--- config.mk ---
export PLATFORM = sky130hd
export DESIGN_NAME = lfsr_rr_server
export DESIGN_NICKNAME = d
export VERILOG_FILES = /design/src/rtl/lfsr_rr_server.sv
export SDC_FILE = /design/constraint.sdc
export NUM_CORES = 1
export LEC_CHECK = 0
export CORE_ASPECT_RATIO = 0.7
export CORE_MARGIN = 5
export CORE_UTILIZATION = 30
export CTS_BUF_LIST = sky130_fd_sc_hd__clkbuf_2 sky130_fd_sc_hd__clkbuf_4 sky130_fd_sc_hd__clkbuf_8
export DETAILED_ROUTE_END_ITERATION = 12
export PLACE_DENSITY = 0.59
export SYNTH_ARGS = -nofsm -noshare
export SYNTH_HDL_FRONTEND = slang
export SYNTH_SLANG_ARGS = --single-unit
--- constraint.sdc ---
create_clock -name clk -period 2.1 [get_ports clk]
set_input_delay 0.315 -clock clk [delete_from_list [all_inputs] [get_ports clk]]
set_output_delay 0.315 -clock clk [all_outputs]
set_load 0.05 [all_outputs]
--- src/rtl/lfsr_rr_server.sv ---
// lfsr_rr_server
//   Hands out pseudo-random words from one shared 16-bit XNOR LFSR to up to
//   N_REQ requesters. The LFSR steps only when a word is granted, so every
//   granted word is the next value in the sequence and no value is skipped.
//   After reset or reseed the LFSR first free-runs WARMUP steps to move away
//   from the seed.
//
//   Grant timing: in IDLE the round-robin winner is latched and the LFSR
//   steps. The next edge (GRANT) registers ack/rnd_out/rnd_id, so ack is
//   visible for one cycle, two edges after req was first seen.
//
//   Handshake: req_i[i] is a level held until ack_o[i] pulses for one cycle.
//   The requester drops req the cycle after ack. During the ack cycle the
//   acked requester's own req is ignored. If it is still high one cycle
//   later, it counts as a new request.
//
// Ports
//   clk        clock, rising edge
//   rst        asynchronous reset, active high
//   seed_i     value loaded on reseed (0xFFFF is replaced by 0x0001)
//   reseed_i   synchronous pulse: load seed_i, restart warm-up
//   req_i      per-requester request levels
//   ack_o      one-hot, single-cycle grant pulse
//   rnd_out_o  granted word, meaningful only while ack_o != 0
//   rnd_id_o   index of the acked requester, meaningful with ack_o
//   busy_o     high while warming up
module lfsr_rr_server #(
  parameter int          N_REQ      = 4,
  parameter int          WARMUP     = 16,
  parameter logic [15:0] RESET_SEED = 16'hACE1
) (
  input  logic                     clk,
  input  logic                     rst,
  input  logic [15:0]              seed_i,
  input  logic                     reseed_i,
  input  logic [N_REQ-1:0]         req_i,
  output logic [N_REQ-1:0]         ack_o,
  output logic [15:0]              rnd_out_o,
  output logic [$clog2(N_REQ)-1:0] rnd_id_o,
  output logic                     busy_o
);

  localparam int IDW = $clog2(N_REQ);
  localparam int CW  = (WARMUP < 2) ? 1 : $clog2(WARMUP);
  localparam logic [CW-1:0] WU_LAST = CW'((WARMUP > 0) ? WARMUP - 1 : 0);
  localparam logic          WU_BUSY = (WARMUP > 0);

  typedef enum logic [1:0] {
    S_WARMUP = 2'd0,
    S_IDLE   = 2'd1,
    S_GRANT  = 2'd2
  } state_t;

  localparam state_t INIT_STATE = (WARMUP > 0) ? S_WARMUP : S_IDLE;

  // All-ones is the only lock-up state of the XNOR form.
  function automatic logic [15:0] lock_safe(input logic [15:0] v);
    return (v == 16'hFFFF) ? 16'h0001 : v;
  endfunction

  function automatic logic [15:0] lfsr_step(input logic [15:0] v);
    return {v[14:0], ~(v[15] ^ v[14] ^ v[12] ^ v[3])};
  endfunction

  localparam logic [15:0] RESET_LFSR = lock_safe(RESET_SEED);

  state_t           state_q;
  logic [15:0]      lfsr_q;
  logic [CW-1:0]    cnt_q;
  logic [IDW-1:0]   ptr_q;
  logic [IDW-1:0]   win_q;
  logic [N_REQ-1:0] ack_q;
  logic [15:0]      rnd_q;
  logic [IDW-1:0]   id_q;
  logic             busy_q;

  logic [N_REQ-1:0] eff_req;
  logic             arb_valid;
  logic [IDW-1:0]   arb_win;

  // Round robin: first request at or above the pointer, wrapping around.
  always_comb begin
    int idx;
    arb_valid = 1'b0;
    arb_win   = '0;
    eff_req   = req_i & ~ack_q;
    for (int i = 0; i < N_REQ; i++) begin
      idx = int'(ptr_q) + i;
      if (idx >= N_REQ) idx = idx - N_REQ;
      if (!arb_valid && eff_req[idx]) begin
        arb_valid = 1'b1;
        arb_win   = IDW'(idx);
      end
    end
  end

  always_ff @(posedge clk or posedge rst) begin
    if (rst) begin
      state_q <= INIT_STATE;
      lfsr_q  <= RESET_LFSR;
      cnt_q   <= '0;
      ptr_q   <= '0;
      win_q   <= '0;
      ack_q   <= '0;
      rnd_q   <= '0;
      id_q    <= '0;
      busy_q  <= WU_BUSY;
    end else begin
      ack_q <= '0;
      if (reseed_i) begin
        // Takes priority in every state; a grant in flight is dropped and
        // the pointer keeps its value.
        lfsr_q  <= lock_safe(seed_i);
        cnt_q   <= '0;
        state_q <= INIT_STATE;
        busy_q  <= WU_BUSY;
      end else begin
        case (state_q)
          S_WARMUP: begin
            lfsr_q <= lfsr_step(lfsr_q);
            cnt_q  <= cnt_q + 1'b1;
            if (cnt_q == WU_LAST) begin
              state_q <= S_IDLE;
              busy_q  <= 1'b0;
            end
          end
          S_IDLE: begin
            if (arb_valid) begin
              lfsr_q  <= lfsr_step(lfsr_q);
              win_q   <= arb_win;
              state_q <= S_GRANT;
            end
          end
          S_GRANT: begin
            ack_q   <= N_REQ'(1) << win_q;
            rnd_q   <= lfsr_q;
            id_q    <= win_q;
            ptr_q   <= (int'(win_q) == N_REQ - 1) ? '0 : win_q + 1'b1;
            state_q <= S_IDLE;
          end
          default: begin
            state_q <= S_IDLE;
          end
        endcase
      end
    end
  end

  assign ack_o     = ack_q;
  assign rnd_out_o = rnd_q;
  assign rnd_id_o  = id_q;
  assign busy_o    = busy_q;

endmodule
# == After elaboration in Yosys (flattened, before gate mapping) ==
# Index checks and enable logic that the tools add are counted.
# word_totals
reg_bits,49
inputBits,23
output_inout_bits,23
word_cells,96
# op_classes
add_sub_neg,9
n_lt_le_gt_ge,8
eq_ne,7
n_shift,1
muxes,40
n_bitwise,7
reduce_logical,15
# op_table
operator,count
$lt 32x4->1 const B,4
$mux 32,4
$mux 16,3
$pmux 16 s2,1
$eq 16x16->1 const B,1
$mux 2,8
$mux 4,4
$mux 1,15
$sub 3x3->4 const B,3
$ge 3x3->1 const B,3
$bmux 1 s2,4
$reduce_and 2->1,4
$add 2x2->3 const B,2
$ne 3x3->1 const B,2
$add 4x1->4 const B,1
$and 4x4->4,1
$eq 2x1->1 const B,2
$eq 4x4->1 const B,1
$not 4->4,1
$pmux 2 s2,1
$reduce_bool 2->1,2
$shl 1x2->4 const A,1
$sub 2x3->4 const B,1
$add 2x1->3 const B,1
10 further kinds,17

# == Depth between registers and ports, before layout ==
# logic_depth
depth_word,18
ltp_mapped,7
ltp_nobuf,5

# == Worst setup path before layout ==
# No wires, ideal clock.
# synth_path
path_type,flip-flop to flip-flop
start,register ack_q[1] (netlist: ack_o[1])
end,register lfsr_q[12]
t_arrival_ns,1.710
slack_ns,0.263
stages_incl_launch_ff,8
synth_period_minus_slack_ns,1.837
path_cell_list,dfrtp_1 or2b_1 and4b_4 a21oi_4 or2_1 buf_6 buf_12 a21oi_2
# synth_between
elab_chain_cells,17
# synth_rtl
item,line_no,source
start: declaration,72,logic [N_REQ-1:0] ack_q;
start signal: assignment,135,ack_q <= N_REQ'(1) << win_q;
$not 4->4 *,86,eff_req = req_i & ~ack_q;
$and 4x4->4 *,86,
$bmux 1 s2,90,if (!arb_valid && eff_req[idx]) begin
$mux 1 (not written as such) (2 in a row),90,
$mux 1,90,
$logic_not 1->1,90,
$logic_and 1x1->1,90,
$mux 1,90,
$logic_not 1->1,90,
$logic_and 1x1->1,90,
$mux 1,90,
$logic_not 1->1,90,
$logic_and 1x1->1,90,
$mux 1 *,90,
$ne 3x3->1 (no source line) *,-,
$reduce_and 2->1 (no source line) *,-,
end signal: assignment,113,lfsr_q <= lock_safe(seed_i);
end signal: assignment,120,lfsr_q <= lfsr_step(lfsr_q);
end signal: assignment,129,lfsr_q <= lfsr_step(lfsr_q);
end: declaration,68,logic [15:0] lfsr_q;
# Mark *: on every way between the ends. The rest lies on a longest branch, timed or not. The select of a mux whose other input is x is not followed.
# A chain may end at the register's enable or synchronous reset.

# == Worst setup path in the final report ==
# layout_path
start,register busy_q (netlist: busy_o)
end,output port busy_o
# layout_rtl
item,line_no,source
start: declaration,75,logic busy_q;
start signal: assignment,107,busy_q <= WU_BUSY;
start signal: assignment,116,busy_q <= WU_BUSY;
start signal: assignment,124,busy_q <= 1'b0;
end: declaration,40,output logic busy_o
# No word-level cell between the ends.

==> run metrics <==
Yosys cell types 41; Final Hold Vio Count 0; final cycle utilization of the critical path between 90 and 100%; CP Max Fanout 2; Reg power frac a little under three fifths; vias in the first global route roughly 1700; max_slew headroom 65.2%; Final #Nets ~290; R2R depth 5; fmax between 500 and 600 MHz; Worst-path clk slew roughly 0.09 ns; worst path buffer plus inverter count 1; routed len/inst around 14 um; switching share of power between 20% and 30%; Setup CP Type flop to primary output; reg2reg end win_q[1]; CTS tree done; Switch Pwr 0.529 mW; Internal 1.39 mW; post-layout minimum cycle time roughly 1.9 ns; pin count of the biggest net entering global routing 50; worst-skew pair later-pin latency ~0.30 ns; via count between 1500 and 2000; HP Class primary input to async pin; syn avg cell area 11.7 um2; Via density between 4 and 5; Final Max Tran Viols 0; Area growth syn-to-layout 27.3%; setup slack after layout between 0.15 and 0.2 ns; ANT cells 0; sequential-to-total area share from yosys stat approximately half; Syn Nets 233; die width 117 um; grt ovf 0; Critical Path, Cell by Cell clkdlybuf4s50_1; Comb power frac ~16%; post-CTS setup buffers 0; gr usage total roughly 11%; first-pass GRT wire length about 9000 um; setup TNS 0 ns; most used flip-flop cell after synthesis dfrtp_1; CP max-delay cell clkdlybuf4s50_1; H-tree depth 2; Max Buffers Root-to-Sink 2; layout cell share with drive strength beyond 1 28.6%; slew at the pin with the worst max-slew slack ~0.52 ns; CTS buffer count 5; GP Congestion approximately 0.8; die height 84.8 um; wirelength, routed roughly 5200 um; CP delay by family, top buffers and inverters; drt first pass iters 4; full die area approximately 9900 um2; FF-to-FF setup slack ~0.5 ns; final antenna-violating net count 0; Initial Util a little under a third; antenna violations before repair 0; Critical Path Stages 1; cell count after placement around 350; Clock power frac 28.8%; I/O pin total 46; residual DRC count 0; CP Capture Type primary output; Worst EP required ~1.8 ns; max-cap violations 0; CP arrival about 1.6 ns; Root Buffer clkbuf_8; core footprint slightly below 8000 um2; status complete, no violations; clock skew around 0.0078 ns; post-route insts no fill 360; Post-DP HPWL around 3800 um; initial DRC count 103; async set-reset flop share out of synthesis 100%; Slowest Stage Delay on Critical Path approximately 0.80 ns; Post-CTS Hold Buffers 0; startpoint type of the worst setup path flop; Synth Warn # 0; Synth Cell Area ~2400 um2; Final setup viols 0; Post-Place Cell Area 2970 um2; post-synthesis register bit count 49; Place WS approximately 0.085 ns; Power Density approximately 630 nW/um2; Lkg Pwr 1.30 nW; RSZ-0062 raised after global routing false; number of port buffers between 40 and 50; EDFF count, synth 0; Cells after Synth 205; post_cts resized 0; Max rail drop VDD roughly 0.27 mV; row count 27; Pwr Total 1.92 mW; Finished Cell Area 3050 um2; CTS Sinks slightly below 50; Worst R2R Start ack_o[1]
[worst max-delay path by stage]
stage / endpoint / slack [ns] / startpoint
2_1_floorplan: lfsr_q[12] / 0.26 / ack_o[1]
3_3_place_gp: win_q[0] / 0.11 / req_i[1]
3_5_place_dp: win_q[0] / 0.09 / req_i[1]
4_1_cts: busy_o / 0.12 / busy_o
5_1_grt: busy_o / 0.10 / busy_o
6_report: busy_o / 0.15 / busy_o
[layout by cell type, fill, tap and decap left out, types with 4 or more instances in the layout]
cell type         n
mux2_2           19
nand2_1           7
dfrtp_1          40
and2b_2           9
nor2b_1           5
a21oi_2          10
dfstp_2           9
and2_1            4
nand4_1           6
inv_1             4
buf_4            10
clkdlybuf4s50_1  45
nor2_1            7
ha_1              5
a21oi_1          21
nor3_1           15
clkbuf_8          5
o21ai_0           7
[routing by layer]
metal / wire (um) / share of wire (%) / vias to the layer above / global-route usage (%)
met4: 25 / 0.48 / 0 / 2.81
li1: - / - / 827 / -
met3: 296 / 5.7 / 2 / 3.49
met5: 0 / 0 / - / 0
met1: 2750 / 53 / 789 / 17.7
met2: 2140 / 41 / 31 / 15.5
[registers in the layout (all words and copies together) (netlist names)]
name,count
ack_o,4
busy_o,1
cnt_q,4
lfsr_q,16
ptr_q,2
rnd_id_o,2
rnd_out_o,16
state_q,2
win_q,2
[power groups by stage]
stage | combinational (mW) | sequential [mW] | clock [mW]
final | 0.307 | 1.06 | 0.553
after global routing | 0.338 | 1.07 | 0.615
after CTS | 0.310 | 1.06 | 0.582
after detailed placement | 0.308 | 1.08 | 0
after global placement | 0.308 | 1.07 | 0
after floorplan | 0.151 | 1.11 | 0
[metrics by stage]
stage / util (%) / hold slack, ns
floorplan: - / 0.469
global placement: 37.9 / 0.489
detailed placement: 37.9 / 0.495
CTS: 39.0 / 0.365
global route: 39.0 / 0.386
finish: 39.0 / 0.366
[worst reg2reg max path, cell delays in order, from the launching register on]
cell and delay, ns:
dfrtp_1 0.40, or2b_1 0.24, and4b_4 0.20, or4b_4 0.51, nand2_1 0.08, o21ai_1 0.06
[kinds of logic after synthesis]
group / Yosys count / synth area share [%]
adders and majority gates: 5 / 2.61
and+or+nand+nor: 64 / 16.9
AOI/OAI and AO/OA: 47 / 12.7
buffers and inverters: 15 / 5.11
muxes: 19 / 8.92
DFF: 49 / 51.6
xor gates and xnor gates: 6 / 2.19
[synthesized netlist by cell type, types with 2 or more instances]
library cell / count / area share, %
buf_6: 2 / 0.94
clkbuf_1: 2 / 0.31
xnor2_1: 3 / 1.1
nor2b_1: 5 / 1.3
nand2_1: 7 / 1.1
dfrtp_1: 40 / 42
o21ai_1: 2 / 0.42
nor3_1: 15 / 3.1
xor2_1: 3 / 1.1
ha_1: 5 / 2.6
and2_1: 4 / 1.0
mux2_2: 19 / 8.9
nand4_1: 6 / 1.6
nand2b_1: 2 / 0.52
dfstp_2: 9 / 9.9
inv_1: 5 / 0.78
a21oi_1: 21 / 4.4
nor2_1: 7 / 1.1
a21oi_2: 10 / 3.6
clkbuf_8: 3 / 1.7
and2b_2: 9 / 3.3
o21ai_0: 7 / 1.5
[cell type report]
cell class / count / area [um2]
timing repair buffer: 56 / 546
clock buffer: 5 / 68.8
inverter: 5 / 18.8
sequential: 49 / 1240
tap: 101 / 126
fill: 758 / 4780
multi-input combinational: 141 / 1040
clock inverter: 3 / 17.5
Power figures use the tool's default switching activity.
